### src/rtl/calc_input_parser.sv
// calc_input_parser: ASCII front-end for the calculator. Accumulates two
// unsigned decimal operands from a byte stream and emits the strobes the
// operator interpreter consumes (got_dig, load_cmd + data, rdy).
//
// state  | meaning
// -------+-----------------------------------------------------------
// S_IDLE | waiting for the first digit of a new expression
// S_A    | accumulating operand A
// S_OP   | operator accepted, waiting for the first digit of B
// S_B    | accumulating operand B, waiting for '=' or CR
// S_ERR  | malformed expression or overflow, held until ESC
module calc_input_parser #(
    parameter int WIDTH = 16
) (
    input  logic             clk,
    input  logic             rst,
    input  logic             rx_valid,
    input  logic [7:0]       rx_data,
    output logic [7:0]       data,
    output logic             load_cmd,
    output logic             got_dig,
    output logic             rdy,
    output logic [WIDTH-1:0] op_a,
    output logic [WIDTH-1:0] op_b,
    output logic             err,
    output logic             busy
);

    typedef enum logic [2:0] {
        S_IDLE,
        S_A,
        S_OP,
        S_B,
        S_ERR
    } state_t;

    localparam logic [WIDTH+3:0] TEN = (WIDTH+4)'(10);

    state_t           state;
    logic             is_digit;
    logic             is_op;
    logic             is_eq;
    logic             is_esc;
    logic [3:0]       digit_val;
    logic [WIDTH-1:0] digit_ext;
    logic [WIDTH+3:0] acc_a;
    logic [WIDTH+3:0] acc_b;
    logic             ovf_a;
    logic             ovf_b;

    // Classify the incoming byte and precompute the widened accumulations;
    // the extra four bits catch any result above 2^WIDTH-1.
    always_comb begin
        is_digit  = (rx_data >= 8'h30) && (rx_data <= 8'h39);
        is_op     = (rx_data == 8'h2A) || (rx_data == 8'h2B) ||
                    (rx_data == 8'h2D) || (rx_data == 8'h2F);
        is_eq     = (rx_data == 8'h3D) || (rx_data == 8'h0D);
        is_esc    = (rx_data == 8'h1B);
        digit_val = rx_data[3:0];
        digit_ext = WIDTH'(digit_val);
        acc_a     = {4'd0, op_a} * TEN + {{WIDTH{1'b0}}, digit_val};
        acc_b     = {4'd0, op_b} * TEN + {{WIDTH{1'b0}}, digit_val};
        ovf_a     = (acc_a[WIDTH+3:WIDTH] != 4'd0);
        ovf_b     = (acc_b[WIDTH+3:WIDTH] != 4'd0);
    end

    // Parser FSM with registered operands, strobes and status levels.
    always_ff @(posedge clk) begin
        if (rst) begin
            state    <= S_IDLE;
            data     <= 8'd0;
            load_cmd <= 1'b0;
            got_dig  <= 1'b0;
            rdy      <= 1'b0;
            op_a     <= '0;
            op_b     <= '0;
            err      <= 1'b0;
            busy     <= 1'b0;
        end else begin
            load_cmd <= 1'b0;
            got_dig  <= 1'b0;
            rdy      <= 1'b0;
            if (rx_valid) begin
                if (is_esc) begin
                    state <= S_IDLE;
                    op_a  <= '0;
                    op_b  <= '0;
                    err   <= 1'b0;
                    busy  <= 1'b0;
                end else begin
                    case (state)
                        S_IDLE: begin
                            if (is_digit) begin
                                op_a    <= digit_ext;
                                op_b    <= '0;
                                got_dig <= 1'b1;
                                busy    <= 1'b1;
                                state   <= S_A;
                            end else if (is_op || is_eq) begin
                                err   <= 1'b1;
                                busy  <= 1'b0;
                                state <= S_ERR;
                            end
                        end
                        S_A: begin
                            if (is_digit) begin
                                if (ovf_a) begin
                                    err   <= 1'b1;
                                    busy  <= 1'b0;
                                    state <= S_ERR;
                                end else begin
                                    op_a <= acc_a[WIDTH-1:0];
                                end
                            end else if (is_op) begin
                                data     <= rx_data;
                                load_cmd <= 1'b1;
                                state    <= S_OP;
                            end else if (is_eq) begin
                                err   <= 1'b1;
                                busy  <= 1'b0;
                                state <= S_ERR;
                            end
                        end
                        S_OP: begin
                            if (is_digit) begin
                                op_b  <= digit_ext;
                                state <= S_B;
                            end else if (is_op) begin
                                // A later operator simply replaces the earlier one.
                                data     <= rx_data;
                                load_cmd <= 1'b1;
                            end else if (is_eq) begin
                                err   <= 1'b1;
                                busy  <= 1'b0;
                                state <= S_ERR;
                            end
                        end
                        S_B: begin
                            if (is_digit) begin
                                if (ovf_b) begin
                                    err   <= 1'b1;
                                    busy  <= 1'b0;
                                    state <= S_ERR;
                                end else begin
                                    op_b <= acc_b[WIDTH-1:0];
                                end
                            end else if (is_eq) begin
                                rdy   <= 1'b1;
                                busy  <= 1'b0;
                                state <= S_IDLE;
                            end else if (is_op) begin
                                err   <= 1'b1;
                                busy  <= 1'b0;
                                state <= S_ERR;
                            end
                        end
                        S_ERR: begin
                            err  <= 1'b1;
                            busy <= 1'b0;
                        end
                        default: begin
                            err   <= 1'b1;
                            busy  <= 1'b0;
                            state <= S_ERR;
                        end
                    endcase
                end
            end
        end
    end

endmodule
### config.mk
export PLATFORM = sky130hd
export DESIGN_NAME = calc_input_parser
export DESIGN_NICKNAME = d
export VERILOG_FILES = /design/src/rtl/calc_input_parser.sv
export SDC_FILE = /design/constraint.sdc
export NUM_CORES = 1
export LEC_CHECK = 0
export ABC_AREA = 1
export BUFFER_PORTS_ARGS = -buffer_cell sky130_fd_sc_hd__buf_2
export CAP_MARGIN = 20
export CORE_ASPECT_RATIO = 0.5
export CORE_MARGIN = 5
export CORE_UTILIZATION = 61
export CTS_CLUSTER_DIAMETER = 120
export DETAILED_ROUTE_END_ITERATION = 10
export PLACE_DENSITY_LB_ADDON = 0.12
export SLEW_MARGIN = 10
export SYNTH_ARGS = -nofsm -noshare
export SYNTH_HDL_FRONTEND = slang
export SYNTH_SLANG_ARGS = --single-unit
### constraint.sdc
create_clock -name clk -period 3.43 [get_ports clk]
set_clock_uncertainty 0.05 [all_clocks]
set_input_delay 0.5145 -clock clk [delete_from_list [all_inputs] [get_ports clk]]
set_output_delay 0.5145 -clock clk [all_outputs]
set_load 0.02 [all_outputs]
======== After elaboration in Yosys (flattened, before gate mapping) ========
Cells that the tools add are included.
word-level totals
  register bits ........................... 48
  input port bits ......................... 11
  output and inout port bits .............. 45
  word-level logic and storage cells ...... 123
operators by class
  $add $sub $neg .......................... 2
  multipliers ............................. 2
  magnitude comparators ................... 2
  eq/ne operators ......................... 28
  mux-type cells .......................... 53
  bitwise gates (word level) .............. 6
  reductions and logical operators ........ 21
operators by type and width
  kind                                                             count
  two-way mux 16 bit                                               8
  one-hot mux 16 bit (3 select lines)                              1
  adder 20 x 4 -> 20 bit                                           2
  equality test 8 x 6 -> 1 bit (second input constant)             5
  two-way mux 3 bit                                                13
  multiplier 16 x 3 -> 19 bit (second input constant)              2
  one-hot mux 16 bit (2 select lines)                              1
  two-way mux 1 bit                                                27
  inequality test 3 bit (second input constant)                    9
  inequality test 4 bit (second input constant)                    6
  one-hot mux 3 bit (5 select lines)                               1
  AND reduction 6 bit                                              2
  nonzero test 4 bit                                               3
  AND reduction 5 bit                                              2
  OR reduction 5 bit                                               2
  equality test 8 x 4 -> 1 bit (second input constant)             1
  equality test 8 x 5 -> 1 bit (second input constant)             1
  >= comparator 8 x 6 -> 1 bit (second input constant)             1
  less-or-equal comparator 8 x 6 -> 1 bit (second input constant)  1
  one-hot mux 1 bit (4 select lines)                               2
  AND reduction 8 bit                                              1
  AND reduction 7 bit                                              1
  equality test 3 x 2 -> 1 bit (second input constant)             2
  inverter 1 bit                                                   6
  other kinds (10)                                                 14

======== Depth between registers and ports, before layout ========
Gate-level depths: netlist of run 1.
  depth in word-level cells ............... 9
  depth in mapped cells ................... 25
  depth with buffers taken out ............ 25

======== Least setup slack after synthesis of run 1 ========
OpenSTA, ideal clock, no wires.
  path kind ............................... register to register
  start point ............................. register op_b[1]
  end point ............................... register op_b[0]
  setup time .............................. 0.066 ns
  arrival ................................. 3.219 ns
  required time ........................... 3.314 ns
  path slack .............................. 0.095 ns
  stages on the path, launching flop included .. 23
  path buffers ............................ 1
  period minus slack after synthesis ...... 3.335 ns
  cell sequence ........................... dfxtp_1 > ha_1 > ha_1 > fa_1 > nand2_1 > nor2_1 > nand2_1 > a21oi_2 > nand3_2 > nor2_2 > nand2_2 > nor2_4 > nand3_1 > nand2_1 > inv_2 > nor2_4 > nand2_1 > nand2_2 > nand2_4 > inv_4 > buf_6 > nand3_2 > a21oi_2
between the ends
  longest elaborated chain between the ends .. 5
ends and longest elaborated chain
  element                          RTL line  RTL
  start: declaration               24        output logic [WIDTH-1:0] op_b,
  start signal: assignment         126       op_b <= digit_ext;
  start signal: assignment         145       op_b <= acc_b[WIDTH-1:0];
  multiplier 16 x 3 -> 19 bit      62        acc_b = {4'd0, op_b} * TEN + {{WIDTH{1'b0}}, digit_val};
  adder 20 x 4 -> 20 bit           62
  nonzero test 4 bit               64        ovf_b = (acc_b[WIDTH+3:WIDTH] != 4'd0);
  inequality test 3 bit (no line)  n/a
  AND reduction 6 bit (no line)    n/a
Every way passes these cells.
A chain may end at the register's enable or synchronous reset.

======== Worst setup path in the final report of run 1 ========
  start point ............................. register op_a[0]
  end point ............................... register op_a[15]
between the ends
  longest elaborated chain between the ends .. 6
  elaborated cells on any way between the ends .. 9
  classes of those cells .................. add/sub (1); mul (1); eq/ne (1); mux (4); reduce/logical (2)
ends and longest elaborated chain
  element                              RTL line  RTL
  start: declaration                   23        output logic [WIDTH-1:0] op_a,
  start signal: assignment             94        op_a <= digit_ext;
  start signal: assignment             112       op_a <= acc_a[WIDTH-1:0];
  multiplier 16 x 3 -> 19 bit *        61        acc_a = {4'd0, op_a} * TEN + {{WIDTH{1'b0}}, digit_val};
  adder 20 x 4 -> 20 bit *             61
  two-way mux 16 bit                   107       if (ovf_a) begin
  two-way mux 16 bit                   106       if (is_digit) begin
  one-hot mux 16 bit (2 select lines)  91        case (state)
  two-way mux 16 bit                   84        if (is_esc) begin
Every way passes the cells marked *; elsewhere a longest branch is shown, timed or not. The select of a mux whose other input is x is not followed.

==> qor.yml, run 1 <==
pwr_density_cell_nw_per_um2: 710
fin_tns_setup_ns: 0
fmaxAchievable_mhz: 296
pre_cts_slack_ns: -0.0694
ys_top_cells_by_count: "265 x sky130_fd_sc_hd__nand2_1, 128 x sky130_fd_sc_hd__nor2_1, 117 x sky130_fd_sc_hd__inv_1"
layout_worst_path_cycle_share_pct: 98.3
ys_warn_count: 0
nets: 1050
synth_top_cell_area_share_pct: 18.8
cp-startpoint: "op_a[0]$_SDFFE_PP0P_"
clkSlewWorstSetupHoldPaths_ns: 0.07
number_of_enable_flip_flop_cells_after_synthesis: 0
synthFlopType: "sky130_fd_sc_hd__dfxtp_1"
drv_slew: 0
max-cap-violations: 0
insertedDiodeCount: 0
routed_wirelength_um: 15100
critPathBufInv: 4
floorplan.die_area_sq_um: 10700
finalWeightedCongestion: 0.929
tritoncts_buffer_count: 5
cts_buffer_depth: 2
layout-drive-gt1-share_pct: 21.7
avgViaCountPerCell: 5.51
worstMarginPinSlew_ns: 1.09
drc_errors: 0
report.power.total_mw: 4.54
number_of_global_route_vias_before_repair: 5343
die_w_um: 142
portion_of_the_post_synthesis_area_used_by_sequential_elements_pct: 18.2
worst-r2r-setup-slack_ns: 0.06
num_rows: 24
avgRoutedWirePerCell_um: 13.8
timing.final.ws_setup_ns: 0.0569
count_of_boundary_i_o_pins: 56
clock_latency_late_sink_ns: 0.29
post-route-util_pct: 74.7
synth_area_leaders: "sky130_fd_sc_hd__nand2_1 19%, sky130_fd_sc_hd__dfxtp_1 18%, sky130_fd_sc_hd__ha_1 15%"
yosysMostFrequentCell: "sky130_fd_sc_hd__nand2_1"
synth.largest_area_cell: "sky130_fd_sc_hd__nand2_1"
dp_hpwl_um: 11300
startpoint_of_the_lowest_slack_register_to_register_path: "op_a[0]$_SDFFE_PP0P_"
worst_ir_drop_on_vdd_mv: 0.446
crit_chain: "ha_1 -> ha_4 -> fa_2 -> nand2_1 -> inv_1 -> nand4_1 -> nand2_2 -> nand3_4 -> nor2_4 -> inv_2 -> nor2_4 -> nand3_1 -> nand2_1 -> nand2_1 -> nor2_2 -> nand2_1 -> nand2_2 -> nand2_4 -> inv_8 -> buf_4 -> nand3_1 -> a21oi_1"
worst_path_largest_cell_delay_ns: 0.58
grt_antenna_before_repair: 0
postSynthNetCount: 969
setup_viol_count_final: 0
critical_path.slowest_cell: "sky130_fd_sc_hd__fa_2"
min_from: "data[7]$_SDFFE_PP0P_"
status: "finished clean"
place.detailed.instances: 1070
ys_ff_latch: 48
largest_net_degree_at_the_start_of_global_routing: 35
cpLargestDelayFamily: "simple AND/OR/NAND/NOR gates"
critPathCaptureType: "flip-flop"
clock_sinks: 48
antenna_violating_nets_post_route: 0
netlist_area_sq_um: 5280
via_count: 6008
syn2layout_area_growth_pct: 21.1
fin_cells: 1091
grt_first_pass_wirelength_um: 23800
cp_data_required_time_ns: 3.59
worst-endpoint-arrival_ns: 3.53
worst_setup_start_kind: "flip-flop"
max-slew-margin-rel_pct: 27.6
grt_util_all_layers_pct: 26.6
first_iter_violations: 545
die_height_um: 75.8
tritoncts: "yes"
hold_viol_final: 0
syn_inst: 892
detailedRoute.firstPassIterationCount: 6
async_reset_ff_share_pct: 0
placement.io_buffers: 55
yosys.cell_types.count: 41
synth.avg_cell_area_sq_um: 5.92
static-leakage-power_nw: 3.36
coreArea_sq_um: 8560
min_period_ns: 3.37
htree_levels: 2
min_path_type: "flip-flop to flip-flop"
critical_setup_path_class: "flip-flop to flip-flop"
critical_path.max_fanout: 6
starting_density_pct: 61.7
cts.root.buffer_cell: "sky130_fd_sc_hd__clkbuf_16"
grt_overflow: 0
timing.critical_path.mode_cell: "sky130_fd_sc_hd__nand2_1"
[timing repair]
item                       CTS  global route
setup buffers                0            10
setup endpoints to repair   17            37
hold buffers                 0             0
hold endpoints to repair     0             0
resized for setup            6           117
pin swaps                    1            26
gates cloned                 1             2
[area by class of cell]
class	instances	area, sq um
fillers	738	2160
repair inverters	3	21.3
flip-flops and latches	48	980
clock inverters	2	13.8
clock buffers	6	139
repair buffers	81	490
inverters	124	480
multi-input cells	710	4120
well taps	117	146
[worst reg2reg max path, delay by kind of cell (launching register included)]
family          cells  cell delay (ns)
simple gates       14             1.30
fa+ha+maj           3             1.03
flops               1             0.36
buf+inv             4             0.36
compound gates      1             0.18
[flip-flops by register name, summed over array words and instances, names as in the netlist]
register	flops
op_a	16
op_b	16
data	8
state	3
busy	1
err	1
got_dig	1
load_cmd	1
rdy	1
[worst paths after layout]
path | endpoint | cells after the start
worst min-delay path | data[7]$_SDFFE_PP0P_ | 2
worst max register to register | op_a[15]$_SDFFE_PP0P_ | 22
worst max-delay path | op_a[15]$_SDFFE_PP0P_ | 22
worst min register to register | data[7]$_SDFFE_PP0P_ | 2
[cells by family after synthesis]
family | synth area share [%]
compound gates | 12.6
xor+xnor | 1.64
fa+ha+maj | 16.2
buf+inv | 10.2
flops | 18.2
simple gates | 41.1
[power by group]
group          leakage (nW)  switching (mW)  internal (mW)
clock network        0.0772           0.218          0.292
registers             0.397           0.217          0.733
logic                  2.89            1.94           1.14
[per-layer routing]
layer	wire length (um)	track usage, %	up-vias
met4	307	7.87	0
met5	0	0	-
met1	6690	32.4	2763
met2	7440	50.8	162
li1	-	-	3051
met3	626	2.57	32
[layout by cell type (no fill, tap or decap), types with 18 or more instances in the layout]
master / n
sky130_fd_sc_hd__buf_4: 23
sky130_fd_sc_hd__ha_1: 45
sky130_fd_sc_hd__o21ai_1: 19
sky130_fd_sc_hd__nor2_2: 18
sky130_fd_sc_hd__buf_2: 55
sky130_fd_sc_hd__nand2_2: 23
sky130_fd_sc_hd__o21ai_0: 32
sky130_fd_sc_hd__a21oi_1: 48
sky130_fd_sc_hd__nand2_1: 247
sky130_fd_sc_hd__nand3_1: 60
sky130_fd_sc_hd__nor2_1: 110
sky130_fd_sc_hd__dfxtp_1: 33
sky130_fd_sc_hd__inv_1: 114
[stage by stage]
step	area, sq um	hold WS (ns)
floorplan	5280	0.429
global placement	5750	0.373
detailed placement	5750	0.377
CTS	5920	0.388
global route	6390	0.403
finish	6390	0.388
Note: power is estimated with default switching activity, not from simulation.
==> run 2, diff against run 1 <==
- CORE_MARGIN: 5 -> 4
==> run 2 against run 1 <==
Effect of this change: the flow now finishes with violations (negative setup slack); cell count is 0.46% lower; critical path depth is 1 lower; hold slack better by 0.0028 ns; sequential cell count stayed put; sequential share of layout area is 0.10 points lower; combinational power hardly changed; clock power is 10% higher; design area is 0.27% higher; via count is 3.3% higher; sequential power is 1% lower; non-clock buffer count is 2 lower; die area is 4.0% lower; highest routed layer unchanged.
==> qor.yml, run 2 (synthesis gave the netlist of run 1 again) <==
nets: 1050  # unchanged
fmaxAchievable_mhz: 275  # -7.2%
max-cap-violations: 0  # unchanged
starting_density_pct: 64.4  # +2.7 points
top_regs: "op_a (16), op_b (16), data (8)"
via_count: 6204  # +3.3%
p_switching_mw: 2.37  # -0.13%
netSwitchingFraction_pct: 52.2  # -0.12 points
worst-r2r-setup-slack_ns: -0.21  # -0.26 ns
insertedDiodeCount: 0  # unchanged
fin_cells: 1086  # -0.46%
clock_sinks: 48  # unchanged
routed_wirelength_um: 15500  # +2.6%
crit_chain: "ha_4 -> ha_4 -> fa_1 -> nand2_1 -> nor2_1 -> nand2_1 -> a21oi_2 -> nand3_2 -> nor2_4 -> nand2_2 -> nor2_4 -> nand2_1 -> nand2_1 -> nand2_1 -> nor2_2 -> nand2_2 -> nand2_4 -> nand2_8 -> buf_8 -> buf_6 -> a21oi_2"
most_common_library_cell_in_the_layout_ignoring_fill_and_taps: "sky130_fd_sc_hd__nand2_1"
clkSlewWorstSetupHoldPaths_ns: 0.07  # about the same
clock_latency_late_sink_ns: 0.29  # about the same
dp_hpwl_um: 10900  # -3.5%
grt_antenna_before_repair: 0  # unchanged
cts.root.buffer_cell: "sky130_fd_sc_hd__clkbuf_16"
critical_path.slowest_cell: "sky130_fd_sc_hd__fa_1"
min_from: "data[7]$_SDFFE_PP0P_"
combinationalPowerShare_pct: 67.0  # -0.8 points
rsz0062_at_grt: "yes"
antenna_violating_nets_post_route: 0  # unchanged
timing.critical_path.mode_cell: "sky130_fd_sc_hd__nand2_1"
timing.final.ws_setup_ns: -0.206  # -0.263 ns
min_path_type: "flip-flop to flip-flop"
count_of_boundary_i_o_pins: 56  # unchanged
finalWeightedCongestion: 0.921  # -0.85%
worst_hold_slack_ns: 0.391  # +0.00282 ns
worst_setup_start_kind: "flip-flop"
pwr_density_cell_nw_per_um2: 709  # -0.17%
fin_tns_setup_ns: -2.32  # -2.32 ns
critPathCaptureType: "flip-flop"
drc_errors: 0  # unchanged
first_iter_violations: 531  # -2.6%
detailedRoute.firstPassIterationCount: 8  # +2
max-slew-margin-rel_pct: 26.0  # -1.6 points
regArea_sq_um: 976  # -0.38%
num_rows: 23  # -4.2%
worst_path_largest_cell_delay_ns: 0.56  # -0.02 ns
die_w_um: 140  # -1.4%
tritoncts_buffer_count: 5  # unchanged
critical_setup_path_class: "flip-flop to flip-flop"
hold_viol_final: 0  # unchanged
worstMarginPinSlew_ns: 1.11  # +0.0239 ns
cpLargestDelayFamily: "simple AND/OR/NAND/NOR gates"
floorplan.die_area_sq_um: 10300  # -4.0%
pwr-share-clk_pct: 12.4  # +1.2 points
layout_worst_path_cycle_share_pct: 106  # +7.7 points
startpoint_of_the_lowest_slack_register_to_register_path: "op_b[3]$_SDFFE_PP0P_"
tritoncts: "yes"
avgViaCountPerCell: 5.71  # +3.7%
multiInputGateArea_sq_um: 4090  # -0.73%
status: "finished, violations left"
pre_cts_slack_ns: -0.0618  # +0.00760 ns
seq_power_share_pct: 20.6  # -0.3 points
min_period_ns: 3.64  # +0.263 ns
placement.io_buffers: 55  # unchanged
worst-endpoint-arrival_ns: 3.81  # +0.28 ns
critPathBufInv: 2  # -2
p_int_mw: 2.17  # +0.35%
layout-drive-gt1-share_pct: 19.6  # -2.1 points
grt_overflow: 0  # unchanged
place.detailed.instances: 1062  # -0.75%
largest_net_degree_at_the_start_of_global_routing: 35  # unchanged
die_height_um: 73.8  # -2.6%
avgRoutedWirePerCell_um: 14.2  # +3.1%
cp_data_required_time_ns: 3.60  # about the same
dpl_cell_area_sq_um: 5720  # -0.50%
grt_first_pass_wirelength_um: 23800  # -0.23%
cts_buffer_depth: 2  # unchanged
htree_levels: 2  # unchanged
violations: "negative setup slack"
number_of_global_route_vias_before_repair: 5407  # +1.2%
coreArea_sq_um: 8200  # -4.2%
setup_viol_count_final: 20  # +20
stdcell_area_sq_um: 6410  # +0.27%
grt_util_all_layers_pct: 27.1  # +0.53 points
drv_slew: 0  # unchanged
final.fill_count: 639  # -13%
mostFrequentLayoutCells: "256 x sky130_fd_sc_hd__nand2_1, 115 x sky130_fd_sc_hd__inv_1, 114 x sky130_fd_sc_hd__nor2_1"
syn2layout_area_growth_pct: 21.5
critical_path.max_fanout: 6  # unchanged
worst_ir_drop_on_vdd_mv: 0.476  # +6.7%
static-leakage-power_nw: 3.41  # +1.3%
cp-startpoint: "op_b[3]$_SDFFE_PP0P_"
## run 2: per-layer routing
layer / vias to the layer above / part of all wire (%) / global-route usage (%)
met3: 55 / 7.7 / 2.99
met4: 0 / 2.8 / 7.09
met1: 2781 / 42 / 34.4
met2: 304 / 48 / 49.9
li1: 3064 / - / -
met5: - / 0 / 0
## run 2: path summary, 6_finish.rpt
check                           cells past startpoint                    end
worst min-delay path                                2   data[7]$_SDFFE_PP0P_
worst max-delay path                               21  op_b[15]$_SDFFE_PP0P_
worst min register to register                      2   data[7]$_SDFFE_PP0P_
worst max register to register                     21  op_b[15]$_SDFFE_PP0P_
## run 2: power groups by stage
| stage | registers [mW] | clock network [mW] | logic (mW) |
|---|---|---|---|
| floorplan | 1.06 | 0 | 1.80 |
| CTS | 0.912 | 0.559 | 2.62 |
| global placement | 0.915 | 0 | 2.56 |
| global route | 0.961 | 0.585 | 3.41 |
| detailed placement | 0.922 | 0 | 2.59 |
| finish | 0.936 | 0.562 | 3.05 |
## run 2: per-stage QoR
step	utilization (%)	total power [mW]
finish	78.2	4.54
global route	78.2	4.95
CTS	71.9	4.09
detailed placement	69.8	3.52
global placement	69.8	3.47
floorplan	-	2.87
## run 2: area by class of cell
cell class,instances,share of cell area [%]
Multi-Input combinational cell,711,63.8
Inverter,124,7.65
Clock inverter,3,0.663
Timing Repair inverter,4,0.624
Sequential cell,48,15.2
Clock buffer,5,1.95
Timing Repair Buffer,79,7.86
Tap cell,112,2.19
## run 2: repair_timing
item / 4_1_cts / 5_1_grt
hold endpoints to repair: 0 / 0
setup endpoints to repair: 13 / 37
gates resized for setup: 4 / 108
gates cloned: 0 / 6
hold buffers: 0 / 0
buffers inserted: 0 / 10
pin swaps: 0 / 29
## run 2: worst reg2reg max path, stage by stage (launching register included)
cell,delay (ns)
sky130_fd_sc_hd__dfxtp_2,0.34
sky130_fd_sc_hd__ha_4,0.24
sky130_fd_sc_hd__ha_4,0.16
sky130_fd_sc_hd__fa_1,0.56
sky130_fd_sc_hd__nand2_1,0.07
sky130_fd_sc_hd__nor2_1,0.10
sky130_fd_sc_hd__nand2_1,0.11
sky130_fd_sc_hd__a21oi_2,0.24
sky130_fd_sc_hd__nand3_2,0.16
sky130_fd_sc_hd__nor2_4,0.14
sky130_fd_sc_hd__nand2_2,0.09
sky130_fd_sc_hd__nor2_4,0.14
sky130_fd_sc_hd__nand2_1,0.09
sky130_fd_sc_hd__nand2_1,0.09
sky130_fd_sc_hd__nand2_1,0.08
sky130_fd_sc_hd__nor2_2,0.17
sky130_fd_sc_hd__nand2_2,0.08
sky130_fd_sc_hd__nand2_4,0.09
sky130_fd_sc_hd__nand2_8,0.11
sky130_fd_sc_hd__buf_8,0.20
sky130_fd_sc_hd__buf_6,0.11
sky130_fd_sc_hd__a21oi_2,0.12
==> run 3, diff against run 2 <==
- CORE_UTILIZATION: 61 -> 66
- GPL_TIMING_DRIVEN: unset -> 0
- clock period: 3.43 -> 4.6 ns (I/O delays scaled with it)
==> run 3 against run 2 <==
Effect of this change: clock-buffer cell count is 1 higher; routed wire length decreased by 6.9%; maximum frequency down 3.0%; setup slack improved by 1.1 ns; combinational power fell by 36%; hold slack about the same; the flow now finishes without violations; register-to-register slack improved by 1.1 ns; highest routed layer unchanged; power shrank 34%.
==> qor.yml, run 3 (synthesis gave the netlist of run 1 again) <==
met1_length_um: 6180  # -3.8%
cp-startpoint: "op_b[1]$_SDFFE_PP0P_"
cts.repair_timing.setup_buffer_count: 0  # unchanged
tritoncts: "yes"
startpoint_of_the_lowest_slack_register_to_register_path: "op_b[1]$_SDFFE_PP0P_"
wl_met2_um: 7010  # -5.4%
setup_viol_count_final: 0  # -100%
cts.root.buffer_cell: "sky130_fd_sc_hd__clkbuf_16"
die_w_um: 134  # -3.6%
worst-endpoint-arrival_ns: 3.91  # +0.10 ns
dp_hpwl_um: 11500  # +5.4%
critical_setup_path_class: "flip-flop to flip-flop"
grt_overflow: 0  # unchanged
fmaxAchievable_mhz: 267  # -3.0%
route.met3.wl_um: 939  # -21%
first_iter_violations: 525  # -1.1%
combinationalPowerShare_pct: 65.0  # -2.0 points
coreArea_sq_um: 7540  # -8.0%
rsz0062_at_grt: "no"
antenna_violating_nets_post_route: 0  # unchanged
reg2regPathDepth: 22  # +4.8%
drc_errors: 0  # unchanged
cts_buffer_depth: 2  # unchanged
timing.final.ws_setup_ns: 0.850  # +1.06 ns
starting_density_pct: 70.0  # +5.6 points
min_period_ns: 3.75  # +0.114 ns
pwr_density_cell_nw_per_um2: 516  # -27%
htree_levels: 2  # unchanged
r2r_end: "op_b[2]$_SDFFE_PP0P_"
report.power.total_mw: 3.01  # -34%
status: "finished clean"
min_from: "data[4]$_SDFFE_PP0P_"
grt_first_pass_wirelength_um: 24600  # +3.4%
top_regs: "op_a (16), op_b (16), data (8)"
grt_util_all_layers_pct: 30.4  # +3.3 points
p_switching_mw: 1.59  # -33%
clkSlewWorstSetupHoldPaths_ns: 0.06  # about the same
hold_viol_final: 0  # unchanged
worst_hold_slack_ns: 0.390  # -0.000322 ns
seq_power_share_pct: 23.5  # +2.9 points
postCtsResizedCells: 0  # -4
dpl_cell_area_sq_um: 5690  # -0.57%
most_common_library_cell_in_the_layout_ignoring_fill_and_taps: "sky130_fd_sc_hd__nand2_1"
clock_sinks: 48  # unchanged
layout-drive-gt1-share_pct: 10.4  # -9.2 points
place.detailed.instances: 1055  # -0.66%
pwr-share-clk_pct: 11.6  # -0.8 points
number_of_cells_on_the_worst_hold_path: 2  # unchanged
detailedRoute.firstPassIterationCount: 5  # -3
nets: 1031  # -1.8%
critPathCaptureType: "flip-flop"
tritoncts_buffer_count: 5  # unchanged
num_rows: 22  # -4.3%
static-leakage-power_nw: 3.25  # -4.6%
pre_cts_slack_ns: 0.875  # +0.936 ns
grt_antenna_before_repair: 0  # unchanged
worst-r2r-setup-slack_ns: 0.85  # +1.06 ns
avgRoutedWirePerCell_um: 13.5  # -4.8%
die_height_um: 71.2  # -3.4%
layout_worst_path_cycle_share_pct: 81.5  # -24 points
worst_ir_drop_on_vdd_mv: 0.372  # -22%
fin_cells: 1062  # -2.2%
syn2layout_area_growth_pct: 10.3
placement.io_buffers: 55  # unchanged
critical_path.max_fanout: 10  # +4
fin_tns_setup_ns: 0  # +2.32 ns
mostFrequentLayoutCells: "265 x sky130_fd_sc_hd__nand2_1, 128 x sky130_fd_sc_hd__nor2_1, 117 x sky130_fd_sc_hd__inv_1"
number_of_global_route_vias_before_repair: 5537  # +2.4%
floorplan.die_area_sq_um: 9580  # -7.0%
min_path_type: "flip-flop to flip-flop"
netSwitchingFraction_pct: 52.9  # +0.73 points
finalWeightedCongestion: 0.928  # +0.75%
cts_hold_repair.buffers: 0  # unchanged
largest_net_degree_at_the_start_of_global_routing: 14  # -60%
max-slew-margin-rel_pct: 57.6  # +32 points
via_count: 5929  # -4.4%
holdPathEnd: "data[4]$_SDFFE_PP0P_"
routed_wirelength_um: 14400  # -6.9%
top_signal_layer_used: "met4"
p_int_mw: 1.42  # -35%
worstMarginPinSlew_ns: 0.635  # -0.474 ns
count_of_boundary_i_o_pins: 56  # unchanged
post-route-util_pct: 77.2  # -0.98 points
worst_setup_start_kind: "flip-flop"
drv_slew: 0  # unchanged
max-cap-violations: 0  # unchanged
stdcell_area_sq_um: 5820  # -9.2%
clock_latency_late_sink_ns: 0.29  # about the same
cp_data_required_time_ns: 4.77  # +1.17 ns
insertedDiodeCount: 0  # unchanged
avgViaCountPerCell: 5.58  # -2.3%
-- run 3: cell count changes in the layout (fill, tap and decap cells not counted), moves of 9 or more --
cell	before	now
sky130_fd_sc_hd__buf_4	19	1
sky130_fd_sc_hd__dfxtp_1	36	48
sky130_fd_sc_hd__dfxtp_2	12	0
sky130_fd_sc_hd__ha_1	52	62
sky130_fd_sc_hd__nand2_1	256	265
sky130_fd_sc_hd__nor2_1	114	128
sky130_fd_sc_hd__nor2_2	15	6
sky130_fd_sc_hd__o21ai_0	31	43
-- run 3: worst max path at each step --
stage          slack (ns)  cells past startpoint               endpoint
2_1_floorplan        1.27                     22   op_b[0]$_SDFFE_PP0P_
3_3_place_gp         0.96                     23   op_a[4]$_SDFFE_PP0P_
3_5_place_dp         0.87                     23   op_a[5]$_SDFFE_PP0P_
4_1_cts              0.92                     22   op_b[5]$_SDFFE_PP0P_
5_1_grt              0.52                     19  op_a[13]$_SDFFE_PP0P_
6_report             0.85                     22   op_b[2]$_SDFFE_PP0P_
-- run 3: power groups by stage --
stage               Combinational (mW)  Clock [mW]  Sequential (mW)
global placement                  1.85           0            0.699
floorplan                         1.35           0            0.791
global route                      2.20       0.369            0.728
CTS                               1.94       0.349            0.700
detailed placement                1.92           0            0.706
finish                            1.95       0.347            0.706
-- run 3: worst max-delay path, stage by stage, from the launching register on --
cell and delay, ns:
sky130_fd_sc_hd__dfxtp_1 0.44, sky130_fd_sc_hd__ha_1 0.27, sky130_fd_sc_hd__ha_1 0.26, sky130_fd_sc_hd__fa_1 0.57, sky130_fd_sc_hd__nand2_1 0.09, sky130_fd_sc_hd__nor2_1 0.09
sky130_fd_sc_hd__nand2_1 0.08, sky130_fd_sc_hd__a21oi_2 0.20, sky130_fd_sc_hd__nand3_2 0.12, sky130_fd_sc_hd__nor2_2 0.18, sky130_fd_sc_hd__nand2_1 0.12, sky130_fd_sc_hd__nor2_2 0.16
sky130_fd_sc_hd__nand2_1 0.07, sky130_fd_sc_hd__nand2_1 0.06, sky130_fd_sc_hd__nand2_1 0.06, sky130_fd_sc_hd__nor2_2 0.12, sky130_fd_sc_hd__nand2_1 0.09, sky130_fd_sc_hd__nand2_2 0.07
sky130_fd_sc_hd__nand2_4 0.10, sky130_fd_sc_hd__inv_4 0.12, sky130_fd_sc_hd__buf_8 0.14, sky130_fd_sc_hd__o21ai_1 0.07, sky130_fd_sc_hd__a21oi_1 0.15
-- run 3: layer usage --
layer | global-route usage [%] | vias up
li1 | - | 3011
met1 | 36.7 | 2671
met2 | 56.2 | 217
met3 | 4.28 | 30
met4 | 10.0 | 0
met5 | 0 | -
-- run 3: area by class of cell --
type / count / area (sq um)
multi-input cells: 710 / 3780
fillers: 649 / 1720
flip-flops and latches: 48 / 961
inverters: 124 / 469
repair buffers: 55 / 275
well taps: 108 / 135
clock buffers: 6 / 129
plain buffers: 10 / 70.1
clock inverters: 1 / 5.00
